File: config.mk
export PLATFORM = sky130hd
export DESIGN_NAME = prog_mul_acc_flat
export DESIGN_NICKNAME = d
export VERILOG_FILES = /design/src/rtl/prog_mul_acc_pkg.sv /design/src/rtl/prog_mul_acc_if.sv /design/src/rtl/prog_mul_acc_align.sv /design/src/rtl/prog_mul_acc.sv /design/src/flat_wrapper.sv
export SDC_FILE = /design/constraint.sdc
export NUM_CORES = 1
export LEC_CHECK = 0
export ABC_CLOCK_PERIOD_IN_PS = 11000
export BUFFER_PORTS_ARGS = -buffer_cell sky130_fd_sc_hd__buf_2
export CAP_MARGIN = 10
export CORE_ASPECT_RATIO = 1.1
export CORE_MARGIN = 2
export CORE_UTILIZATION = 60
export DETAILED_ROUTE_END_ITERATION = 7
export PLACE_DENSITY = 0.85
export SLEW_MARGIN = 0
export SYNTH_ARGS = -nofsm -noshare
export SYNTH_HDL_FRONTEND = slang
export SYNTH_SLANG_ARGS = --single-unit
File: constraint.sdc
create_clock -name clk -period 11 [get_ports clk]
set_clock_uncertainty 0.1 [all_clocks]
set_input_delay 1.1 -clock clk [delete_from_list [all_inputs] [get_ports clk]]
set_output_delay 1.1 -clock clk [all_outputs]
set_load 0.01 [all_outputs]
File: src/rtl/prog_mul_acc_pkg.sv
// rtl/prog_mul_acc_pkg.sv - shared types and constants for the progressive-product accumulator
// Package tva_acc_pkg: precision encoding, per-precision alignment shifts and
// hold counts, accumulator FSM states and small decode helpers.
package tva_acc_pkg;

    typedef enum logic [1:0] {
        PREC_Q1_6  = 2'd0,
        PREC_Q1_14 = 2'd1,
        PREC_Q1_30 = 2'd2
    } prec_e;

    // Left shift that places each product on the common Q1.30 grid
    localparam int SHIFT_Q1_6  = 24;
    localparam int SHIFT_Q1_14 = 16;
    localparam int SHIFT_Q1_30 = 0;

    // Cycles a product stays valid beyond its first cycle
    localparam logic [1:0] HOLD_Q1_6  = 2'd0;
    localparam logic [1:0] HOLD_Q1_14 = 2'd1;
    localparam logic [1:0] HOLD_Q1_30 = 2'd3;

    typedef enum logic {
        IDLE  = 1'b0,
        ACCUM = 1'b1
    } acc_state_e;

    // The reserved encoding 3 behaves as Q1.30
    function automatic prec_e prec_decode(input logic [1:0] p);
        return (p == 2'd3) ? PREC_Q1_30 : prec_e'(p);
    endfunction

    function automatic logic [1:0] hold_of(input prec_e p);
        case (p)
            PREC_Q1_6:  return HOLD_Q1_6;
            PREC_Q1_14: return HOLD_Q1_14;
            default:    return HOLD_Q1_30;
        endcase
    endfunction

endpackage

File: src/rtl/prog_mul_acc_if.sv
// rtl/prog_mul_acc_if.sv - product streams and result handshake of prog_mul_acc
// master: drives the three product streams and out_ready, receives the result.
// slave : the accumulator side.
interface prog_mul_acc_if #(
    parameter int OUT_W = 32
);
    logic [7:0]       q1_6_in;
    logic             q1_6_valid;
    logic [15:0]      q1_14_in;
    logic             q1_14_valid;
    logic [31:0]      q1_30_in;
    logic             q1_30_valid;
    logic [OUT_W-1:0] out_data;
    logic             out_valid;
    logic             out_ready;

    modport master (
        output q1_6_in, q1_6_valid, q1_14_in, q1_14_valid,
               q1_30_in, q1_30_valid, out_ready,
        input  out_data, out_valid
    );

    modport slave (
        input  q1_6_in, q1_6_valid, q1_14_in, q1_14_valid,
               q1_30_in, q1_30_valid, out_ready,
        output out_data, out_valid
    );
endinterface

File: src/rtl/prog_mul_acc_align.sv
// rtl/prog_mul_acc_align.sv - stream select, sign-extend and Q1.30 alignment
// Ports: prec (selected precision), three product streams with valids,
//        sel_valid (valid of the selected stream), aligned (ACC_W product).
module acc_align
    import tva_acc_pkg::*;
#(
    parameter int ACC_W = 40
) (
    input  prec_e             prec,
    input  logic [7:0]        q1_6_in,
    input  logic              q1_6_valid,
    input  logic [15:0]       q1_14_in,
    input  logic              q1_14_valid,
    input  logic [31:0]       q1_30_in,
    input  logic              q1_30_valid,
    output logic              sel_valid,
    output logic [ACC_W-1:0]  aligned
);

    always_comb begin
        sel_valid = 1'b0;
        aligned   = '0;
        case (prec)
            PREC_Q1_6: begin
                sel_valid = q1_6_valid;
                aligned   = {{(ACC_W-8){q1_6_in[7]}}, q1_6_in} << SHIFT_Q1_6;
            end
            PREC_Q1_14: begin
                sel_valid = q1_14_valid;
                aligned   = {{(ACC_W-16){q1_14_in[15]}}, q1_14_in} << SHIFT_Q1_14;
            end
            default: begin
                sel_valid = q1_30_valid;
                aligned   = {{(ACC_W-32){q1_30_in[31]}}, q1_30_in} << SHIFT_Q1_30;
            end
        endcase
    end

endmodule

File: src/rtl/prog_mul_acc.sv
// rtl/prog_mul_acc.sv - dot-product accumulator for progressive multiplier products
// Ports: clk, rst_n (async, active-low), prec (precision select), clr (sync
//        abort), overrun (sticky dropped-result flag), busy (vector in progress),
//        s (prog_mul_acc_if.slave: product streams and result handshake).
// Build option: ACC_SAT_EN saturates the result to the signed OUT_W range;
//        otherwise the low OUT_W accumulator bits are returned.
module prog_mul_acc
    import tva_acc_pkg::*;
#(
    parameter int ACC_W   = 40,
    parameter int OUT_W   = 32,
    parameter int VEC_LEN = 16
) (
    input  logic         clk,
    input  logic         rst_n,
    input  logic [1:0]   prec,
    input  logic         clr,
    output logic         overrun,
    output logic         busy,
    prog_mul_acc_if.slave s
);

    localparam int CNT_W = (VEC_LEN > 1) ? $clog2(VEC_LEN) : 1;

    acc_state_e             state, state_nxt;
    prec_e                  prec_q, eff_prec;
    logic [1:0]             hold_cnt;
    logic [CNT_W-1:0]       vec_cnt;
    logic [ACC_W-1:0]       acc, aligned, sum;
    logic [OUT_W-1:0]       result;
    logic                   sel_valid, accept, last;

    // Live prec picks the stream only until the first product latches it
    assign eff_prec = (state == IDLE) ? prec_decode(prec) : prec_q;

    acc_align #(.ACC_W(ACC_W)) u_align (
        .prec        (eff_prec),
        .q1_6_in     (s.q1_6_in),
        .q1_6_valid  (s.q1_6_valid),
        .q1_14_in    (s.q1_14_in),
        .q1_14_valid (s.q1_14_valid),
        .q1_30_in    (s.q1_30_in),
        .q1_30_valid (s.q1_30_valid),
        .sel_valid   (sel_valid),
        .aligned     (aligned)
    );

    // The hold counter skips the repeated cycles of a multi-cycle valid
    assign accept = sel_valid && (hold_cnt == 2'd0) && !clr;
    assign last   = (vec_cnt == CNT_W'(VEC_LEN - 1));
    // acc is zero in IDLE, but the first product replaces it explicitly
    assign sum    = (state == IDLE) ? aligned : acc + aligned;

`ifdef ACC_SAT_EN
    // In range when every bit above the result sign bit matches it
    always_comb begin
        result = sum[OUT_W-1:0];
        if (!((&sum[ACC_W-1:OUT_W-1]) || !(|sum[ACC_W-1:OUT_W-1])))
            result = sum[ACC_W-1] ? {1'b1, {(OUT_W-1){1'b0}}}
                                  : {1'b0, {(OUT_W-1){1'b1}}};
    end
`else
    assign result = sum[OUT_W-1:0];
`endif

    always_ff @(posedge clk or negedge rst_n) begin
        if (!rst_n) state <= IDLE;
        else        state <= state_nxt;
    end

    always_comb begin
        state_nxt = state;
        busy      = (state == ACCUM);
        case (state)
            IDLE:  if (accept && !last) state_nxt = ACCUM;
            ACCUM: if (clr || (accept && last)) state_nxt = IDLE;
            default: state_nxt = IDLE;
        endcase
    end

    always_ff @(posedge clk or negedge rst_n) begin
        if (!rst_n) begin
            acc      <= '0;
            vec_cnt  <= '0;
            hold_cnt <= 2'd0;
            prec_q   <= PREC_Q1_6;
        end else if (clr) begin
            acc      <= '0;
            vec_cnt  <= '0;
            hold_cnt <= 2'd0;
        end else begin
            if (accept)
                hold_cnt <= hold_of(eff_prec);
            else if (hold_cnt != 2'd0)
                hold_cnt <= hold_cnt - 2'd1;
            if (accept) begin
                if (state == IDLE) prec_q <= eff_prec;
                if (last) begin
                    acc     <= '0;
                    vec_cnt <= '0;
                end else begin
                    acc     <= sum;
                    vec_cnt <= vec_cnt + CNT_W'(1);
                end
            end
        end
    end

    // One-deep result register; a result arriving while it is full and not
    // being drained is dropped and flagged.
    always_ff @(posedge clk or negedge rst_n) begin
        if (!rst_n) begin
            s.out_data  <= '0;
            s.out_valid <= 1'b0;
            overrun     <= 1'b0;
        end else begin
            if (accept && last) begin
                if (!s.out_valid || s.out_ready) begin
                    s.out_data  <= result;
                    s.out_valid <= 1'b1;
                end else begin
                    overrun <= 1'b1;
                end
            end else if (s.out_valid && s.out_ready) begin
                s.out_valid <= 1'b0;
            end
            if (clr) overrun <= 1'b0;
        end
    end

endmodule

File: src/flat_wrapper.sv
// flat-port wrapper written by rule: the top's interface ports become plain ports
module prog_mul_acc_flat import tva_acc_pkg::*;
#(
    parameter int ACC_W   = 40,
    parameter int OUT_W   = 32,
    parameter int VEC_LEN = 16
)
  (clk, rst_n, prec, clr, overrun, busy, s_q1_6_in, s_q1_6_valid, s_q1_14_in, s_q1_14_valid, s_q1_30_in, s_q1_30_valid, s_out_ready, s_out_data, s_out_valid);
  prog_mul_acc_if #(.OUT_W(OUT_W)) s_i ();
  input  logic clk;
  input  logic rst_n;
  input  logic [1:0] prec;
  input  logic clr;
  output logic overrun;
  output logic busy;
  input wire logic [$bits(s_i.q1_6_in)-1:0] s_q1_6_in;
  input wire logic [$bits(s_i.q1_6_valid)-1:0] s_q1_6_valid;
  input wire logic [$bits(s_i.q1_14_in)-1:0] s_q1_14_in;
  input wire logic [$bits(s_i.q1_14_valid)-1:0] s_q1_14_valid;
  input wire logic [$bits(s_i.q1_30_in)-1:0] s_q1_30_in;
  input wire logic [$bits(s_i.q1_30_valid)-1:0] s_q1_30_valid;
  input wire logic [$bits(s_i.out_ready)-1:0] s_out_ready;
  output wire logic [$bits(s_i.out_data)-1:0] s_out_data;
  output wire logic [$bits(s_i.out_valid)-1:0] s_out_valid;
  assign s_i.q1_6_in = s_q1_6_in;
  assign s_i.q1_6_valid = s_q1_6_valid;
  assign s_i.q1_14_in = s_q1_14_in;
  assign s_i.q1_14_valid = s_q1_14_valid;
  assign s_i.q1_30_in = s_q1_30_in;
  assign s_i.q1_30_valid = s_q1_30_valid;
  assign s_i.out_ready = s_out_ready;
  assign s_out_data = s_i.out_data;
  assign s_out_valid = s_i.out_valid;
  prog_mul_acc #(.ACC_W(ACC_W), .OUT_W(OUT_W), .VEC_LEN(VEC_LEN)) u_core (.clk(clk), .rst_n(rst_n), .prec(prec), .clr(clr), .overrun(overrun), .busy(busy), .s(s_i));
endmodule
-- Word level (Yosys, flattened, before mapping)
Index checks and enable logic that the tools add are counted.
- output and inout bits: 35
- bits of input ports: 65
- register bits: 83
- logic and storage cells: 63
- equality and inequality tests: 5
- multiplexer cells: 24
- bitwise logic cells: 2
- add/subtract/negate cells: 3
- reductions and logical operators: 21
- operators by type and width (kind ; count):
    two-way mux 40 bit ; 4
    case mux 40 bit (2 select lines) ; 1
    adder 40 bit ; 1
    two-way mux 4 bit ; 3
    two-way mux 2 bit ; 5
    two-way mux 1 bit ; 8
    nonzero test 2 bit ; 4
    AND reduction 2 bit ; 3
    logical AND 1 bit ; 5
    adder 4 x 1 -> 4 bit, second input constant ; 1
    == test 4 bit, second input constant ; 1
    zero test 2 bit ; 2
    != test 2 bit, second input constant ; 2
    case mux 1 bit (2 select lines) ; 2
    case mux 2 bit (2 select lines) ; 1
    zero test 1 bit ; 3
    AND reduction 3 bit ; 1
    nonzero test 3 bit ; 1
    == test 2 x 1 -> 1 bit, second input constant ; 1
    == test 2 bit, second input constant ; 1
    logical OR 1 bit ; 2
    NOT 1 bit ; 2
    subtractor 2 x 1 -> 2 bit, second input constant ; 1

-- Depth between registers and ports, before layout
- depth in word-level cells: 11
- gate-level depth with buffers: 20
- mapped depth without buffers: 16

-- By module
A second synthesis with hierarchy kept.
- cell total of the unflattened synthesis: 623
- area, all modules: 5400.2 um^2
- modules (own cells, without submodules) (module ; area each (um^2) ; instances ; seq. area each (um^2) ; cells an instance):
    prog_mul_acc ; 4938.5 ; 1 ; 1876.8 ; 556
    acc_align ; 461.7 ; 1 ; 0.0 ; 67

-- Worst setup path before layout
OpenSTA, ideal clock, no wires.
- path type: input -> register
- from: input port prec[1]
- to: register u_core.s.out_data[28]
- setup time: 129 ps
- data arrival time: 4451 ps
- data required time: 10771 ps
- path slack: 6320 ps
- cell stages on the path: 19
- path through: mux2_4 buf_2 clkbuf_1 clkbuf_1 nand2_1 inv_1 ha_1 inv_1 fa_1 nand2b_1 nand4_1 a211oi_1 o211ai_2 or4_1 nand3_1 a21oi_1 xnor2_1 mux2i_1 o21ai_1
- longest elaborated chain between the ends: 9
- elaborated cells between the ends (all ways): 13
- those cells by class: add/sub (1); eq/ne (2); mux (5); reduce/logical (5)
- ends and longest elaborated chain (element ; RTL line ; text):
    start: declaration ; flat_wrapper.sv:12 ; input logic [1:0] prec;
    == test 2 bit ; prog_mul_acc_pkg.sv:29 ; return (p == 2'd3) ? PREC_Q1_30 : prec_e'(p);
    two-way mux 2 bit * ; prog_mul_acc_pkg.sv:29 ;
    two-way mux 2 bit * ; prog_mul_acc.sv:34 ; assign eff_prec = (state == IDLE) ? prec_decode(prec) : prec_q;
    parallel branches: the longest is 6 deep, another holds adder 40 bit ; -- ;
    end signal: assignment ; prog_mul_acc.sv:119 ; s.out_data <= result;
    end: declaration ; prog_mul_acc_if.sv:26 ; output out_data, out_valid
Every way passes the cells marked *.
A chain may end at the register's enable or synchronous reset.

-- Worst setup path in the final report
- from: register u_core.state, in the netlist u_core.busy
- to: register u_core.acc[28]
- longest elaborated chain between the ends: 8
- elaborated cells between the ends (all ways): 13
- those cells by class: add/sub (1); eq/ne (1); mux (7); reduce/logical (4)
- ends and longest elaborated chain (element ; RTL line ; text):
    start: declaration ; prog_mul_acc.sv:25 ; acc_state_e state, state_nxt;
    start signal: assignment ; prog_mul_acc.sv:68 ; else state <= state_nxt;
    two-way mux 2 bit ; prog_mul_acc.sv:34 ;
    == test 2 x 1 -> 1 bit / zero test 2 bit (equally long branches) ; prog_mul_acc_align.sv:23 ; case (prec)
    case mux 40 bit (2 select lines) ; prog_mul_acc_align.sv:23 ;
    adder 40 bit ; prog_mul_acc.sv:52 ; assign sum = (state == IDLE) ? aligned : acc + aligned;
    two-way mux 40 bit ; prog_mul_acc.sv:52 ;
    two-way mux 40 bit ; prog_mul_acc.sv:98 ; if (last) begin
    two-way mux 40 bit ; prog_mul_acc.sv:96 ; if (accept) begin
    two-way mux 40 bit ; prog_mul_acc.sv:87 ; end else if (clr) begin
    end signal: assignment ; prog_mul_acc.sv:102 ; acc <= sum;
    end: declaration ; prog_mul_acc.sv:29 ; logic [ACC_W-1:0] acc, aligned, sum;
Several ways; a longest one is shown, not always the timed one. The select of a mux whose other input is x is not followed.

==> impl_metrics.csv <==
group,metric,value,unit
status,outcome,"completed",
worst_setup_path,worstPathRequired,11.13,ns
final_layout,mostFrequentLayoutCells,"nand2_1 (118), buf_2 (98), dfrtp_1 (74)",
timing,tns,0,ns
worst_setup_path,r2r-start,"u_core.busy$_DFF_PN0_",
yosys,yosys.area_share.simple,0.189,
yosys,ys_types,60,
cts,clock-root-buffer,"clkbuf_8",
final_layout,areaGrowthSynthToFinish,14.3,%
worst_setup_path,path_cells,"buf_4 > mux2_4 > nand2_1 > inv_1 > ha_1 > inv_1 > fa_1 > nand2b_1 > nand4_1 > a211oi_1 > o211ai_2 > or4_1 > nand3_1 > a21oi_1 > xnor2_1 > mux2i_1 > o21ai_1",
timing,slew-limit-headroom,0.326,
yosys,synthXorXnorAreaFrac,0.0528,
timing,fin_crit,4.79,ns
floorplanning,die_area,9910,µm²
yosys,yosysTopAreaCell,"dfrtp_1",
job,max_cap_violations,0,
yosys,synth_top_family_by_area,"compound AO/OA/AOI/OAI gates",
worst_setup_path,critical-path-max-stage-delay,0.64,ns
worst_hold_path,hold_start,"u_core.s.out_data[6]$_DFFE_PN0P_",
cts,cts_hold_buf,0,
place,io_buffers,99,
final_layout,layout_commonest_cell,"nand2_1",
floorplanning,die_w,95.1,µm
cts,clk_latency,0.36,ns
power_and_ir_drop,p_leak,3.19,nW
final_layout,fin_nets,841,
worst_setup_path,cp_slowest_cell,"mux2_4",
floorplanning,core,8870,µm²
yosys,synth-adder-area-share,0.0786,
yosys,synthTopCellsByArea,"dfrtp_1 (34%), nand2_1 (8.1%), ha_1 (7.3%)",
place,hpwlAfterDp,10000,µm
timing,rsz0062_at_grt,"false",
cts,cts_buffers,9,
worst_setup_path,crit_family,"simple AND/OR/NAND/NOR gates",
timing,max_freq,209,MHz
timing,fin_ws,6.21,ns
yosys,synth_nets,764,
routing,first_iter_violations,292,
worst_setup_path,endpoint_kind,"flip-flop",
cts,post_cts_resized,0,
yosys,ys_warn_count,0,
yosys,synth.mux.area_fraction,0.0642,
yosys,synth-main-ff-cell,"dfrtp_1",
global_routing,antenna_found_initial,0,
worst_setup_path,cp_common_cell,"inv_1",
place,place.gp.congestion,0.971,
yosys,synth-compound-area-share,0.230,
yosys,syn-cell-area,5480,µm²
global_routing,grt_pass1_wl,23800,µm
routing,wl_per_cell,16.7,µm
global_routing,grt_max_degree,76,
worst_setup_path,cp-startpoint,"u_core.busy$_DFF_PN0_",
final_layout,final_util,0.706,
yosys,synth_top_area_frac,0.343,
timing,final_hold_viol_count,0,
worst_setup_path,worst_setup_path_start_kind,"flip-flop",
routing,num_vias,5194,
cts,max-clock-path-buffers,2,
yosys,synth-seq-area-share,0.343,
worst_setup_path,critPathMaxFanout,61,
timing,setup_viol,0,
timing,finalCritPeriodShare,0.435,
global_routing,grt_overflow_total,0,
yosys,syn_avg_cell_area,8.22,µm²
cts,tritoncts,"done",
power_and_ir_drop,p_per_area,224,nW/µm²
final_layout,nFillCells,714,
routing,drt_pass1_iterations,5,
worst_setup_path,crit_buf_inv,3,
routing,via_per_inst,6.03,
worst_setup_path,crit_type,"reg2reg",
final_layout,multi_input_area,3370,µm²
timing,worstMarginPinSlew,1.01,ns
place,pre_cts_ws,6.09,ns
floorplanning,rows,36,
power_and_ir_drop,p_total,1.40,mW
floorplanning,initial_core_util,0.617,
final_layout,insertedDiodeCount,0,
timing,final-max-slew-violation-count,0,
final_layout,final_layout_size_suffix_gt1_frac,0.189,
cts,cts-htree-levels,3,
worst_setup_path,arrival,4.91,ns
floorplanning,die_h,104,µm
worst_hold_path,hp-class,"reg2reg",
routing,drc,0,
yosys,synth-edff-count,0,
cts,cts_setup_buffers,0,
cts,cts_num_sinks,75,
yosys,synth-seq-cells,75,
yosys,ys_async_sr_fraction,1.00,
global_routing,track_usage,0.299,
routing,antenna_left,0,
final_layout,seq_area,1880,µm²
routing,drt_wl_total,14400,µm
cts,clk_pin_slew_worst_paths,0.08,ns
power_and_ir_drop,vdd_ir_drop_max,0.000158,V
yosys,netlist_instances,666,
global_routing,grt_pass1_vias,5012,
floorplanning,io-pin-count,100,
-- path summary, 6_finish.rpt --
check	cells after the start	endpoint	slack [ns]
max	17	u_core.acc[28]$_DFFE_PN0P_	6.21
min in group asynchronous	1	u_core.s.out_data[19]$_DFFE_PN0P_	0.79
min	2	u_core.s.out_data[6]$_DFFE_PN0P_	0.37
max reg2reg	17	u_core.acc[28]$_DFFE_PN0P_	6.21
min reg2reg	2	u_core.s.out_data[6]$_DFFE_PN0P_	0.37
max in group asynchronous	1	u_core.busy$_DFF_PN0_	9.32
-- flip-flops by register name, summed over array words and instances (netlist names) --
register,cells
u_core.acc,32
u_core.vec_cnt,4
u_core.prec_q,2
u_core.s.out_data,32
u_core.s.out_valid,1
u_core.busy,1
u_core.overrun,1
u_core.hold_cnt,2
-- final cells by class --
type / count / share of cell area
inverters: 21 / 0.0126
clock buffers: 12 / 0.0232
clock inverters: 4 / 0.0158
multi-input cells: 531 / 0.539
repair buffers: 105 / 0.0867
flip-flops and latches: 75 / 0.300
well taps: 114 / 0.0228
-- cell usage after synthesis, types with 14 or more instances --
cell type and count:
o21ai_0 57, a21oi_1 48, and2_1 15, dfrtp_1 75, nor2_1 48, clkbuf_1 33
xnor2_1 19, o21ai_1 17, xor2_1 14, inv_1 21, mux2i_1 28, nand2_1 118
ha_1 32
-- power breakdown --
| part | internal (mW) | leakage (nW) | switching (mW) |
|---|---|---|---|
| Sequential | 0.326 | 1.03 | 0.0417 |
| Combinational | 0.287 | 2.04 | 0.477 |
| Clock | 0.158 | 0.121 | 0.109 |
-- cell families (layout without fill, tap and decap cells) --
logic type	after synthesis	after routing
multiplexers	34	34
XOR/XNOR	33	33
AND/OR/NAND/NOR	233	233
buffers and inverters	60	142
flip-flops	75	75
adder cells (fa/ha/maj)	34	34
AO/OA/AOI/OAI	197	197
-- per-layer routing --
metal	share of wire	GRT usage	vias up
met2	0.49	0.497	181
met3	0.047	0.0413	26
met5	0	0	-
met4	0.015	0.100	0
met1	0.45	0.398	2490
li1	-	-	2497
-- tightest hold or removal path: cells and delay by family, from the launching register on --
kind / cells / cell delay [ns]
AND/OR/NAND/NOR: 2 / 0.10
flip-flops: 1 / 0.35
-- metrics by stage --
stage	instance area, µm²	cells	hold slack (ns)
floorplan	5480	666	0.356
global placement	6020	846	0.346
detailed placement	6020	846	0.358
CTS	6260	862	0.378
global route	6260	862	0.416
finish	6260	862	0.374
Note: power is estimated with default switching activity, not from simulation.
